$ cat src/rtl/vect_pkg.sv
// Shared vector-unit constants: default geometry, store FSM states, per-lane flag bit positions.
package vect_pkg;

    localparam int N_DEF  = 8;
    localparam int M_DEF  = 4;
    localparam int AW_DEF = 32;

    // Bit positions inside each lane's 4-bit {neg, zero, carry, overflow} flag nibble.
    localparam int FLAG_NEG   = 3;
    localparam int FLAG_ZERO  = 2;
    localparam int FLAG_CARRY = 1;
    localparam int FLAG_OVF   = 0;

    typedef enum logic [1:0] {
        ST_IDLE  = 2'd0,
        ST_WRITE = 2'd1,
        ST_DONE  = 2'd2
    } state_t;

endpackage

$ cat src/rtl/vect_store_unit.sv
// Serialises a latched M-lane vector into M memory writes, one lane per accepted ack; done pulses M+1 cycles after start when ack is held high.
// mem_ack low stalls the current write with address and data held stable; start is ignored while busy.
module vect_store_unit
    import vect_pkg::*;
#(
    parameter int N  = N_DEF,
    parameter int M  = M_DEF,
    parameter int AW = AW_DEF
) (
    input  logic                   clk,
    input  logic                   rst_n,
    input  logic                   start,
    input  logic [AW-1:0]          base_addr,
    input  logic [M*N-1:0]         vec_in,
    input  logic [M*4-1:0]         flags_in,
    output logic                   mem_we,
    output logic [AW-1:0]          mem_addr,
    output logic [N-1:0]           mem_wdata,
    input  logic                   mem_ack,
    output logic                   busy,
    output logic                   done,
    output logic                   any_neg,
    output logic [$clog2(M+1)-1:0] zero_count
);

    localparam int              IDXW = (M > 1) ? $clog2(M) : 1;
    localparam int              ZCW  = $clog2(M + 1);
    localparam logic [IDXW-1:0] LAST = IDXW'(M - 1);

    state_t          state, state_nxt;
    logic [IDXW-1:0] idx, idx_nxt;
    logic [AW-1:0]   base_q;
    logic [M*N-1:0]  vec_q;
    logic [M-1:0]    neg_q, zero_q;
    logic [M-1:0]    neg_in, zero_in;
    logic [ZCW-1:0]  zero_sum;
    logic            capture;
    logic            we_nxt;
    logic [AW-1:0]   addr_nxt;
    logic [N-1:0]    wdata_nxt;
    logic            done_nxt;
    logic            unused_flags;

    // Only neg and zero feed the summary outputs; carry/overflow are carried for interface parity.
    always_comb begin
        neg_in       = '0;
        zero_in      = '0;
        unused_flags = 1'b0;
        for (int i = 0; i < M; i++) begin
            neg_in[i]    = flags_in[i*4 + FLAG_NEG];
            zero_in[i]   = flags_in[i*4 + FLAG_ZERO];
            unused_flags = unused_flags ^ flags_in[i*4 + FLAG_CARRY] ^ flags_in[i*4 + FLAG_OVF];
        end
    end

    always_comb begin
        zero_sum = '0;
        for (int i = 0; i < M; i++) begin
            zero_sum = zero_sum + ZCW'(zero_q[i]);
        end
    end

    always_ff @(posedge clk) begin
        if (!rst_n) begin
            state <= ST_IDLE;
        end else begin
            state <= state_nxt;
        end
    end

    // Next-state and next-output values; every output is then registered below.
    always_comb begin
        state_nxt = state;
        idx_nxt   = idx;
        we_nxt    = mem_we;
        addr_nxt  = mem_addr;
        wdata_nxt = mem_wdata;
        done_nxt  = 1'b0;
        capture   = 1'b0;
        case (state)
            ST_IDLE: begin
                if (start) begin
                    capture   = 1'b1;
                    state_nxt = ST_WRITE;
                    idx_nxt   = '0;
                    we_nxt    = 1'b1;
                    addr_nxt  = base_addr;
                    wdata_nxt = vec_in[N-1:0];
                end
            end
            ST_WRITE: begin
                if (mem_ack) begin
                    if (idx == LAST) begin
                        state_nxt = ST_DONE;
                        we_nxt    = 1'b0;
                        done_nxt  = 1'b1;
                    end else begin
                        idx_nxt   = idx + 1'b1;
                        addr_nxt  = base_q + AW'(idx_nxt);
                        wdata_nxt = vec_q[int'(idx_nxt)*N +: N];
                    end
                end
            end
            ST_DONE: begin
                state_nxt = ST_IDLE;
            end
            default: begin
                state_nxt = ST_IDLE;
            end
        endcase
    end

    always_ff @(posedge clk) begin
        if (!rst_n) begin
            idx        <= '0;
            base_q     <= '0;
            vec_q      <= '0;
            neg_q      <= '0;
            zero_q     <= '0;
            mem_we     <= 1'b0;
            mem_addr   <= '0;
            mem_wdata  <= '0;
            busy       <= 1'b0;
            done       <= 1'b0;
            any_neg    <= 1'b0;
            zero_count <= '0;
        end else begin
            idx       <= idx_nxt;
            mem_we    <= we_nxt;
            mem_addr  <= addr_nxt;
            mem_wdata <= wdata_nxt;
            busy      <= (state_nxt != ST_IDLE);
            done      <= done_nxt;
            if (capture) begin
                base_q <= base_addr;
                vec_q  <= vec_in;
                neg_q  <= neg_in;
                zero_q <= zero_in;
            end
            // Summaries trail the capture by one cycle and stay put until the next one.
            any_neg    <= |neg_q;
            zero_count <= zero_sum;
        end
    end

endmodule

$ cat config.mk
export PLATFORM = sky130hd
export DESIGN_NAME = vect_store_unit
export DESIGN_NICKNAME = d
export VERILOG_FILES = /design/src/rtl/vect_pkg.sv /design/src/rtl/vect_store_unit.sv
export SDC_FILE = /design/constraint.sdc
export NUM_CORES = 1
export LEC_CHECK = 0
export BUFFER_PORTS_ARGS = -buffer_cell sky130_fd_sc_hd__buf_2
export CORE_UTILIZATION = 40
export DETAILED_ROUTE_END_ITERATION = 6
export SLEW_MARGIN = 20
export SYNTH_ARGS = -nofsm -noshare
export SYNTH_HDL_FRONTEND = slang
export SYNTH_SLANG_ARGS = --single-unit
$ cat constraint.sdc
create_clock -name clk -period 2.4 [get_ports clk]
set_input_delay 0.48 -clock clk [delete_from_list [all_inputs] [get_ports clk]]
set_output_delay 0.48 -clock clk [all_outputs]
set_load 0.02 [all_outputs]
# Yosys cells after proc, flatten, opt, wreduce, memory -nomap -nowiden
# Index checks and enable logic that the tools add are counted.
dict set report totals {
  regBits 123
  input_bits 84
  out_inout_bits 47
  word_cells 55
}
dict set report op_classes {
  addsub 5
  n_eq_ne 6
  shifts 1
  mux 23
  reduce_logical 7
}
# cell n
set ops {}
lappend ops {{$mux W32} 3}
lappend ops {{$pmux W32 S2} 1}
lappend ops {{$add A32 B2 Y32} 1}
lappend ops {{$shiftx A32 B6 Y8} 1}
lappend ops {{$mux W8} 3}
lappend ops {{$pmux W8 S2} 1}
lappend ops {{$mux W2} 6}
lappend ops {{$ne A2 B2 Y1 const B} 4}
lappend ops {{$pmux W2 S2} 2}
lappend ops {{$reduce_and A4 Y1} 2}
lappend ops {{$mux W1} 6}
lappend ops {{$reduce_bool A2 Y1} 2}
lappend ops {{$reduce_or A4 Y1} 1}
lappend ops {{$add A2 B1 Y3} 1}
lappend ops {{$add A3 B1 Y3} 1}
lappend ops {{$reduce_and A3 Y1} 1}
lappend ops {{$add A1 B1 Y2} 1}
lappend ops {{$add A2 B1 Y2 const B} 1}
lappend ops {{$eq A2 B1 Y1 const B} 1}
lappend ops {{$eq A2 B2 Y1 const B} 1}
lappend ops {{$logic_not A2 Y1} 1}
lappend ops {{$pmux W1 S2} 1}

# Logic depth before layout (Yosys ltp)
dict set report logic_depth {
  ltp_word 5
  ltp_mapped 10
  ltp_nobuf 8
}

# Worst setup path after synthesis
# No wires, ideal clock.
dict set report synth_timing {
  path_kind {reg2reg}
  startpoint {reg idx[0]}
  endpoint {reg mem_addr[14]}
  setup_ps 122
  arrival_ps 2350
  required_time_ps 2278
  slack_ps -72
  stages_incl_launch_ff 11
  n_path_buf 2
  synth_period_minus_slack_ps 2472
  cell_sequence {dfxtp_1 > clkbuf_1 > inv_1 > ha_1 > fa_1 > nand4_2 > or4_1 > buf_4 > nor2_1 > xor2_1 > a221o_1}
}
dict set report synth_between {
  elab_chain_len 5
  elab_cells_between_ends 8
  classes_between {add/sub: 2; eq/ne: 2; mux: 3; reduce/logical: 1}
}
# element line_no
set synth_lines {}
lappend synth_lines {{start, declared} vect_store_unit.sv:31} ;# logic [IDXW-1:0] idx, idx_nxt;
lappend synth_lines {{start signal, assigned} vect_store_unit.sv:128} ;# idx <= idx_nxt;
lappend synth_lines {{$add A2 B1 Y2} vect_store_unit.sv:98} ;# idx_nxt = idx + 1'b1;
lappend synth_lines {{$add A32 B2 Y32} vect_store_unit.sv:99} ;# addr_nxt = base_q + AW'(idx_nxt);
lappend synth_lines {{$mux W32} vect_store_unit.sv:93} ;# if (idx == LAST) begin
lappend synth_lines {{$mux W32} vect_store_unit.sv:92} ;# if (mem_ack) begin
lappend synth_lines {{$pmux W32 S2} vect_store_unit.sv:80} ;# case (state)
lappend synth_lines {{end signal, assigned} vect_store_unit.sv:130} ;# mem_addr <= addr_nxt;
lappend synth_lines {{end, declared} vect_store_unit.sv:17} ;# output logic [AW-1:0] mem_addr,
# Several ways; a longest one is shown, not always the timed one. The select of a mux whose other input is x is not followed.
# A chain may end at the register's enable or synchronous reset.

# Worst setup path in the final report
dict set report layout_timing {
  startpoint {reg idx[0]}
  endpoint {reg mem_addr[30]}
}
# Same word-level chain as after synthesis.

==> run metrics <==
CTS HTree Levels 4; Power Density 769.5 mW/mm2; Max-Cap Viols 0; Least-Margin Pin Slew 0.4420 ns; Initial Utilization 41.51%; number of flops mapped to enable cells by yosys 0; critical path endpoint category flip-flop; max-slew violations 0; Horiz. Die Dim 122.9 um; total power 5.639 mW; Synth Instances 683; Final ANT Viol Nets 0; drt first pass iters 4; Post-DP HPWL 10390 um; Pleak 2.956 nW; Final min period 2.247 ns; Core Util, Final 51.99%; Critical Path RT 2.70 ns; DRC viols 0; worst hold path class primary input to flip-flop; Final #Nets 890; site row count 43; status complete, no violations; core area 0.01410 mm2; CTS Sinks 123; largest net degree at the start of global routing 116; CTS Hold Bufs 0; I/O pin total 131; GP Congestion 0.8024; first-pass GRT wire length 24670 um; share of cells above drive strength 1 26.51%; VDD IR max 0.5087 mV; number of global-route vias before repair 4892; n_diodes 0; Syn-to-layout area delta 25.26%; global route overflow 0; startpoint types flip-flop; area of the mapped netlist 0.005851 mm2; ys async rst share 0%; Worst Setup Path Type flip-flop to flip-flop; Data arrival, critical path 2.54 ns; Slew HR 70.53%; CTS tree yes; Crit Path Max Fanout 8; setup TNS 0 ns; syn_area_per_cell 8.566 um2; Vias/cell 5.211; Hold Fails Final Rpt 0; syn_nets 774; Vias 5164; clock buffer depth 2; clock latency at the later pin of the worst-skew pair 0.42 ns; Seq cells post-synth 123; synth unique cells 56; unrepaired setup endpoints after global routing no; sequential area share after synthesis 42.09%; Overall Global Routing Usage 21.42%; Final Cycle Share 93.64%; Top FF cell, synth dfxtp_1; Final Skew 0.008196 ns; antenna violations before repair 0; Die Y 122.9 um; total length of routed wires 15470 um; Clock Pin Slew Worst Setup and Hold Paths 0.06 ns; Yosys warning total 0; mean routed wirelength per cell 15.61 um; DR iter-0 viols 328; # setup viols final 0; CTS Buf Count 17; number of port buffers 122; clock root buffer clkbuf_16; DIE AREA 0.01511 mm2; FMAX 445.0 MHz
-- worst max-delay path: stages (launching register included) --
cell     delay [ns]
dfxtp_2        0.34
inv_1          0.08
ha_1           0.21
fa_2           0.23
nand4_2        0.12
or4_4          0.57
buf_12         0.17
nor3_2         0.17
xnor2_1        0.14
a21oi_1        0.08
-- cells in the mapped netlist, types with 7 or more instances --
cell type,n,area share [%]
a21boi_0,88,11
a21oi_1,19,1.6
and2_1,7,0.75
clkbuf_1,39,2.5
dfxtp_1,123,42
inv_1,19,1.2
mux4_2,8,3.1
nand2_1,188,12
nand3_1,8,0.68
nor2_1,14,0.90
nor3_1,7,0.60
nor3_2,9,1.5
o211ai_1,13,1.7
o21ai_0,17,1.5
o221ai_1,16,2.4
or3_1,8,0.86
xnor2_1,23,3.4
-- flip-flops by register name, indices dropped and copies added (netlist names) --
name,flops
vec_q,32
idx,2
done,1
zero_q,4
neg_q,4
state,2
busy,1
zero_count,3
mem_we,1
any_neg,1
mem_wdata,8
base_q,32
mem_addr,32
-- cell type report --
| cell class | instances | area [um2] |
|---|---|---|
| Timing Repair Buffer | 150 | 870.8 |
| Sequential cell | 123 | 2464 |
| Tap cell | 180 | 225.2 |
| Clock buffer | 23 | 467.9 |
| Clock inverter | 8 | 117.6 |
| Fill cell | 1335 | 6768 |
| Inverter | 19 | 71.32 |
| Multi-Input combinational cell | 488 | 3112 |
-- cell usage in the layout (no fill, tap or decap), types with 9 or more instances in the layout --
| cell type | instances |
|---|---|
| xnor2_1 | 23 |
| inv_1 | 19 |
| o21ai_0 | 17 |
| buf_2 | 122 |
| a21boi_0 | 88 |
| a21oi_1 | 19 |
| nor2_1 | 13 |
| nand2_1 | 187 |
| o211ai_1 | 13 |
| o221ai_1 | 16 |
| nor3_2 | 9 |
| buf_4 | 24 |
| clkbuf_16 | 17 |
| dfxtp_1 | 122 |
-- cell families after synthesis --
logic type	count (synthesis)	synth area share, %
mux	9	3.251
xor+xnor	28	4.192
buf+inv	72	5.218
fa+ha+maj	7	1.754
flops	123	42.09
compound gates	172	21.30
simple gates	272	22.20
-- routing by layer --
layer / GRT usage [%] / share of wire [%] / up-vias
met5: 0 / 0 / -
met4: 8.003 / 1.1 / 0
met3: 4.428 / 5.4 / 15
met1: 28.43 / 47 / 2441
li1: - / - / 2578
met2: 34.23 / 46 / 130
-- metrics by stage --
| step | cells | worst slack [ns] | area, um2 | hold WS, ns |
|---|---|---|---|---|
| floorplan | 683 | 0.002097 | 5857 | 0.4402 |
| global placement | 960 | 0.07834 | 6725 | 0.4385 |
| detailed placement | 960 | 0.05329 | 6725 | 0.4362 |
| CTS | 991 | 0.02735 | 7311 | 0.3018 |
| global route | 991 | 0.02874 | 7328 | 0.3077 |
| finish | 991 | 0.1526 | 7328 | 0.3135 |
-- power breakdown --
group	switching, mW	internal [mW]	total [mW]
logic	0.465	0.317	0.782
registers	0.107	2.19	2.30
clock network	0.885	1.67	2.56
-- repair_timing --
action                                  4_1_cts  5_1_grt
gates resized for setup                       0        3
endpoints found under the setup margin        0       17
buffers inserted                              0        0
-- final timing paths --
kind | to | slack (ns) | depth (start not counted) | from
setup / recovery | mem_addr[30] | 0.15 | 9 | idx[0]
hold / removal | vec_q[22] | 0.31 | 3 | vec_in[22]
setup reg to reg | mem_addr[30] | 0.15 | 9 | idx[0]
hold reg to reg | mem_addr[13] | 0.44 | 2 | mem_addr[13]
(Power assumes the default switching activity.)
